`src/rtl/serial_comparator_der_a_izq.sv`:
```
// ---------------------------------------------------------------------------
// serial_comparator_der_a_izq
//
// Sequential magnitude comparator that scans two WIDTH-bit operands one bit
// per clock, LSB first (right to left). Operands are captured in parallel
// when start is accepted in IDLE. They are then shifted right, zero-filled,
// once per cycle. Each differing bit overwrites the running relation, so
// the most significant differing bit decides the result. The final relation
// is registered onto a one-hot gt/eq/lt triple on the edge that enters DONE.
//
// Handshake: start is a request that is sampled only while busy=0 (IDLE).
// The edge that sees start=1 in IDLE accepts it and captures a_in/b_in.
// While busy=1, start is ignored. done is a one-cycle completion pulse, and
// gt/eq/lt are valid from that pulse until the next one.
//
// Ports
//   clk    in   1      rising-edge clock
//   rst_n  in   1      asynchronous active-low reset
//   start  in   1      comparison request (sampled in IDLE only)
//   a_in   in   WIDTH  operand A, captured on the accepting edge
//   b_in   in   WIDTH  operand B, captured on the accepting edge
//   x      out  1      LSB of the A shift register (bit under examination)
//   y      out  1      LSB of the B shift register (bit under examination)
//   busy   out  1      high in SHIFT and DONE
//   done   out  1      one-cycle pulse while in DONE
//   gt     out  1      registered A>B
//   eq     out  1      registered A==B
//   lt     out  1      registered A<B
// ---------------------------------------------------------------------------
module serial_comparator_der_a_izq #(
  parameter int WIDTH = 4
) (
  input  logic             clk,
  input  logic             rst_n,
  input  logic             start,
  input  logic [WIDTH-1:0] a_in,
  input  logic [WIDTH-1:0] b_in,
  output logic             x,
  output logic             y,
  output logic             busy,
  output logic             done,
  output logic             gt,
  output logic             eq,
  output logic             lt
);

  localparam int CW = (WIDTH > 1) ? $clog2(WIDTH) : 1;

  typedef enum logic [1:0] {
    IDLE  = 2'd0,
    SHIFT = 2'd1,
    DONE  = 2'd2
  } state_t;

  typedef enum logic [1:0] {
    REL_EQ = 2'd0,
    REL_GT = 2'd1,
    REL_LT = 2'd2
  } rel_t;

  state_t           state_q, state_d;
  rel_t             rel_q, rel_d;
  logic [WIDTH-1:0] sa_q, sb_q;
  logic [CW-1:0]    cnt_q;
  logic             last_bit;

  assign last_bit = (cnt_q == CW'(WIDTH - 1));

  // Next-state logic
  always_comb begin
    state_d = state_q;
    case (state_q)
      IDLE:    if (start) state_d = SHIFT;
      SHIFT:   if (last_bit) state_d = DONE;
      DONE:    state_d = IDLE;
      default: state_d = IDLE;
    endcase
  end

  // The relation after judging the current bit. A differing bit always
  // overrides the previous verdict, because it is more significant.
  always_comb begin
    rel_d = rel_q;
    if (sa_q[0] && !sb_q[0]) begin
      rel_d = REL_GT;
    end else if (!sa_q[0] && sb_q[0]) begin
      rel_d = REL_LT;
    end
  end

  always_ff @(posedge clk or negedge rst_n) begin
    if (!rst_n) begin
      state_q <= IDLE;
    end else begin
      state_q <= state_d;
    end
  end

  always_ff @(posedge clk or negedge rst_n) begin
    if (!rst_n) begin
      sa_q  <= '0;
      sb_q  <= '0;
      cnt_q <= '0;
      rel_q <= REL_EQ;
      gt    <= 1'b0;
      eq    <= 1'b0;
      lt    <= 1'b0;
    end else begin
      case (state_q)
        IDLE: begin
          if (start) begin
            sa_q  <= a_in;
            sb_q  <= b_in;
            cnt_q <= '0;
            rel_q <= REL_EQ;
          end
        end
        SHIFT: begin
          rel_q <= rel_d;
          sa_q  <= sa_q >> 1;
          sb_q  <= sb_q >> 1;
          // Counter stops at WIDTH-1; it is reloaded on the next accept.
          if (!last_bit) begin
            cnt_q <= cnt_q + CW'(1);
          end else begin
            gt <= (rel_d == REL_GT);
            eq <= (rel_d == REL_EQ);
            lt <= (rel_d == REL_LT);
          end
        end
        default: ;
      endcase
    end
  end

  // Moore outputs taken straight from registers
  assign x    = sa_q[0];
  assign y    = sb_q[0];
  assign busy = (state_q != IDLE);
  assign done = (state_q == DONE);

endmodule
```
`config.mk`:
```
export PLATFORM = sky130hd
export DESIGN_NAME = serial_comparator_der_a_izq
export DESIGN_NICKNAME = d
export VERILOG_FILES = /design/src/rtl/serial_comparator_der_a_izq.sv
export SDC_FILE = /design/constraint.sdc
export NUM_CORES = 1
export LEC_CHECK = 0
export BUFFER_PORTS_ARGS = -buffer_cell sky130_fd_sc_hd__clkbuf_2
export CAP_MARGIN = 15
export CORE_MARGIN = 4
export CORE_UTILIZATION = 43
export CTS_CLUSTER_SIZE = 16
export DETAILED_ROUTE_END_ITERATION = 10
export PLACE_DENSITY_LB_ADDON = 0.12
export SYNTH_ARGS = -nofsm -noshare
export SYNTH_HDL_FRONTEND = slang
export SYNTH_SLANG_ARGS = --single-unit
```
`constraint.sdc`:
```
create_clock -name clk -period 1.84 [get_ports clk]
set_clock_uncertainty 0.15 [all_clocks]
set_input_delay 0.276 -clock clk [delete_from_list [all_inputs] [get_ports clk]]
set_output_delay 0.276 -clock clk [all_outputs]
set_load 0.005 [all_outputs]
```
# After elaboration in Yosys (flattened, before gate mapping)
# Cells that the tools add are included.
[totals]
in_bits = 11
n_memories = 0
ram_bits = 0
latch_bits = 0
romBits = 0
ff_bits = 17
elab_cells = 42
[op_classes]
mul = 0
add_sub_neg = 1
magnitude_cmp = 0
mux = 13
n_div = 0
bitwise_logic = 0
reduce_logical = 12
n_eq_ne = 8
shift = 0
[ops]
columns = ["operator", "count"]
rows = [
  ["$pmux W4 S2", 2],
  ["$mux W2", 6],
  ["$pmux W2 S2", 3],
  ["$mux W4", 2],
  ["$eq A2 B2 Y1 const B", 3],
  ["$ne A2 B2 Y1 const B", 3],
  ["$reduce_and A2 Y1", 3],
  ["$eq A2 B1 Y1 const B", 2],
  ["$logic_not A2 Y1", 2],
  ["$reduce_bool A2 Y1", 2],
  ["$reduce_and A3 Y1", 1],
  ["$add A2 B1 Y2 const B", 1],
  ["$logic_and A1 B1 Y1", 2],
  ["$logic_not A1 Y1", 2],
]

# Logic depth before layout (Yosys ltp)
[depth]
word_depth = 5
mapped_depth = 4
ltp_nobuf = 4

# Worst setup path after synthesis
# Ideal clock, no wire load.
[synth_path]
path_kind = "reg2reg"
start = "reg cnt_q[0]"
end = "reg eq"
slack_ns = 0.562
period_less_slack_ns = 1.278
n_path_buf = 0
setup_time_ns = 0.103
path_stages_with_launch = 4
t_arrival_ns = 1.025
path_cell_list = "dfrtp_1 > ha_1 > nand3b_4 > o41ai_2"
[synth_via]
elab_chain_len = 2
[synth_rtl]
columns = ["item", "line_no", "source"]
rows = [
  ["start, declared", "64", "logic [CW-1:0] cnt_q;"],
  ["start signal, assigned", "124", "cnt_q <= cnt_q + CW'(1);"],
  ["$eq A2 B2 Y1", "67", "assign last_bit = (cnt_q == CW'(WIDTH - 1));"],
  ["$reduce_and A2 Y1 (no source line)", "-", ""],
  ["end signal, assigned", "127", "eq <= (rel_d == REL_EQ);"],
  ["end, declared", "43", "output logic eq,"],
]
# No other way between the ends.
# A chain may end at the register's enable or synchronous reset.

# Final worst setup path
[layout_path]
start = "reg state_q[0]"
end = "out busy"
[layout_via]
elab_chain_len = 1
[layout_rtl]
columns = ["item", "line_no", "source"]
rows = [
  ["start, declared", "61", "state_t state_q, state_d;"],
  ["start signal, assigned", "95", "state_q <= state_d;"],
  ["$reduce_bool A2 Y1", "139", "assign busy = (state_q != IDLE);"],
  ["end, declared", "40", "output logic busy,"],
]
# No other way between the ends.

==> summary.md <==
| Metric | Value |
|---|---|
| Status | `completed` |
| First-pass GRT wire length | `3.118 mm` |
| Slowest stage delay, CP | `0.56 ns` |
| Share of cells above drive strength 1 | `between 20% and 30%` |
| Longest Clk Path Bufs | `2` |
| Antenna viol nets, final | `0` |
| Startpoint type of the worst setup path | `flop` |
| GRT Overall Usage | `15.51%` |
| Clock-pin slew on the worst setup and hold paths | `0.10 ns` |
| Post-synthesis sequential area ratio | `48.57%` |
| Unrepaired setup endpoints after global routing | `no` |
| Slew Limit Fails | `0` |
| Initial antenna violation count | `0` |
| Placed cells | `136` |
| Hold WC Path Type | `in -> reg` |
| Max-Slew Margin vs Limit | `between 70% and 80%` |
| Crit path required time | `1.41 ns` |
| Largest delay contributor family on the critical path | `flip-flops` |
| Die width | `53.13 um` |
| Core area | `1942 um2` |
| Fmax | `about 610 MHz` |
| Synth unique cells | `27` |
| Final setup fails | `0` |
| Die Area | `2823 um2` |
| Root Buffer | `clkbuf_4` |
| Worst-Margin Slew | `0.4192 ns` |
| Setup TNS | `0 ns` |
| Io pins | `18` |
| Vias in the first global route | `between 700 and 800` |
| NumNets Final | `127` |
| DR vias/cell | `around 5.1` |
| YS warnings | `0` |
| EDFF count, synth | `0` |
| Crit-path cells | `inv_2, nand2_1, clkbuf_2` |
| Initial Util | `45.10%` |
| Core Rows | `16` |
| Layout Utilization | `52.06%` |
| Synth Net Count | `~110` |
| Gp weighted congestion | `0.7677` |
| Ys flop type | `dfrtp_1` |
| Clock sink count | `17` |
| DP HPWL | `1.284 mm` |
| Initial DRC Count | `10` |
| Vias | `726` |
| Setup bufs post-CTS | `0` |
| Port buffer count | `17` |
| Critical path's slowest cell | `dfrtp_2` |
| CTS tree | `built` |
| Number of fill cells | `roughly 190` |
| Worst Setup End Kind | `output port` |
| Largest net degree at the start of global routing | `18` |
| DRC | `0` |
| Grt ovf | `0` |
| Endpoints failing hold | `0` |
| Crit Path Max Fanout | `16` |
| Crit path DAT | `1.21 ns` |
| Post-Synthesis Cells | `96` |
| Number of synthesized register bits | `17` |
| Num CTS Buffers | `3` |
| PD cells | `1519 nW/um2` |
| Mean post-synth cell area | `9.123 um2` |
| GRT busiest layer | `met2` |
| Max VDD drop | `approximately 630 uV` |
| Area delta synth->final | `15.43%` |
| Worst skew pair latency | `0.29 ns` |
| Leakage | `0.4869 nW` |
| Total chip power | `1.535 mW` |
| Min Clock Period, post-route | `1.633 ns` |
| CP bufs+invs | `2` |
| FFs w/ async S/R, synth | `100.0%` |
| Layout Cells excl Fill | `141` |
| TritonRoute pass-1 iters | `4` |
| Post-synthesis cell area | `between 800 and 900 um2` |
| Crit Path Class | `reg -> out` |
| Grt met1 use | `18.67%` |
| H-tree Lvls | `1` |
| Fin crit share | `between 80 and 90%` |
| WL per Instance | `12.44 um` |
| DRT Wirelength | `between 1.5 and 2 mm` |
| Max Cap Viol | `0` |
| Met3 global-route usage | `between 2 and 3%` |
| Die Ht | `53.13 um` |
| N_diodes | `0` |
| Met2 usage | `25.62%` |
==> final cells by class <==
| type | count | area (um2) | area share [%] |
|---|---|---|---|
| clock buffers | 3 | 22.52 | 2.228 |
| clock inverters | 1 | 5.005 | 0.4950 |
| inverters | 6 | 22.52 | 2.228 |
| multi-input cells | 68 | 397.9 | 39.36 |
| flip-flops and latches | 17 | 426.7 | 42.20 |
| well taps | 27 | 33.78 | 3.342 |
| repair buffers | 19 | 102.6 | 10.15 |
==> synthesized netlist by cell type, types with 2 or more instances <==
library cell   n  share of area (%)
inv_1          5                2.1
nor2b_1        4                2.9
o311ai_1       2                2.0
nor2_1         5                2.1
a22oi_1        3                2.6
a31oi_1        5                3.6
dfrtp_1       17                 49
nand2_1       16                6.9
buf_2          2                1.1
o21ai_1       11                6.3
and2_1         4                2.9
a21oi_1        7                4.0
==> kinds of logic (layout without fill, tap and decap cells) <==
family | Yosys count | after routing | synth area share, %
XOR/XNOR | 1 | 1 | 1.000
AND/OR/NAND/NOR | 33 | 33 | 18.86
AO/OA/AOI/OAI | 33 | 33 | 24.14
flip-flops | 17 | 17 | 48.57
adder cells (fa/ha/maj) | 1 | 1 | 1.428
buffers and inverters | 11 | 29 | 5.999
==> placed cells by master, fill, tap and decap left out, drive strengths merged <==
cell         count
nand3b           1
o21bai           1
clkinv           1
buf              1
nor3             1
o311ai           2
nor2             5
o31ai            1
a21o             1
ha               1
dlygate4sd3      1
a22oi            3
nor2b            4
dfrtp           17
o21ai           11
o211ai           1
xor2             1
a31oi            5
nand2b           1
clkbuf          20
nand2           16
a21oi            7
and2             4
inv              6
o41ai            1
nand3            1
==> worst min-delay path, stage by stage <==
cell,delay (ns)
clkbuf_2,0.08
a21oi_1,0.05
o21ai_1,0.11
==> power by group <==
group	switching, mW	internal [mW]
Combinational	0.301	0.287
Sequential	0.216	0.532
Clock	0.120	0.0808
==> sequential cells by signal, indices dropped and copies added (netlist names) <==
register	count
rel_q	2
sa_q	4
sb_q	4
cnt_q	2
state_q	2
eq	1
lt	1
gt	1
==> worst paths after layout <==
| kind | from | end | slack [ns] | cells past startpoint |
|---|---|---|---|---|
| min in group asynchronous | rst_n | rel_q[1] | 0.29 | 2 |
| worst min register to register | gt | gt | 0.34 | 2 |
| worst max register to register | cnt_q[0] | eq | 0.43 | 3 |
| worst max-delay path | state_q[0] | busy | 0.21 | 3 |
| max in group asynchronous | rst_n | state_q[0] | 0.94 | 2 |
| worst min-delay path | b_in[3] | sb_q[3] | 0.10 | 3 |
==> per-layer routing <==
metal,up-vias,wire (um),share of wire (%)
li1,370,-,-
met1,333,837,48
met2,19,808,46
met3,4,68,3.9
met4,0,40,2.3
met5,-,0,0
==> per-stage QoR <==
stage / hold WS (ns) / area, um2 / worst slack, ns
after floorplan: -0.1696 / 875.8 / 0.5618
after global routing: 0.1003 / 1011 / 0.08907
after global placement: 0.08200 / 972.2 / 0.3920
after detailed placement: 0.08357 / 972.2 / 0.3559
final: 0.1027 / 1011 / 0.2066
after CTS: 0.09584 / 1010 / 0.0006651
==> what timing repair did <==
item,CTS,global route
gates resized for setup,0,1
hold buffers,1,0
hold endpoints to repair,17,0
endpoints found under the setup margin,0,1
Note: power is estimated with default switching activity, not from simulation.
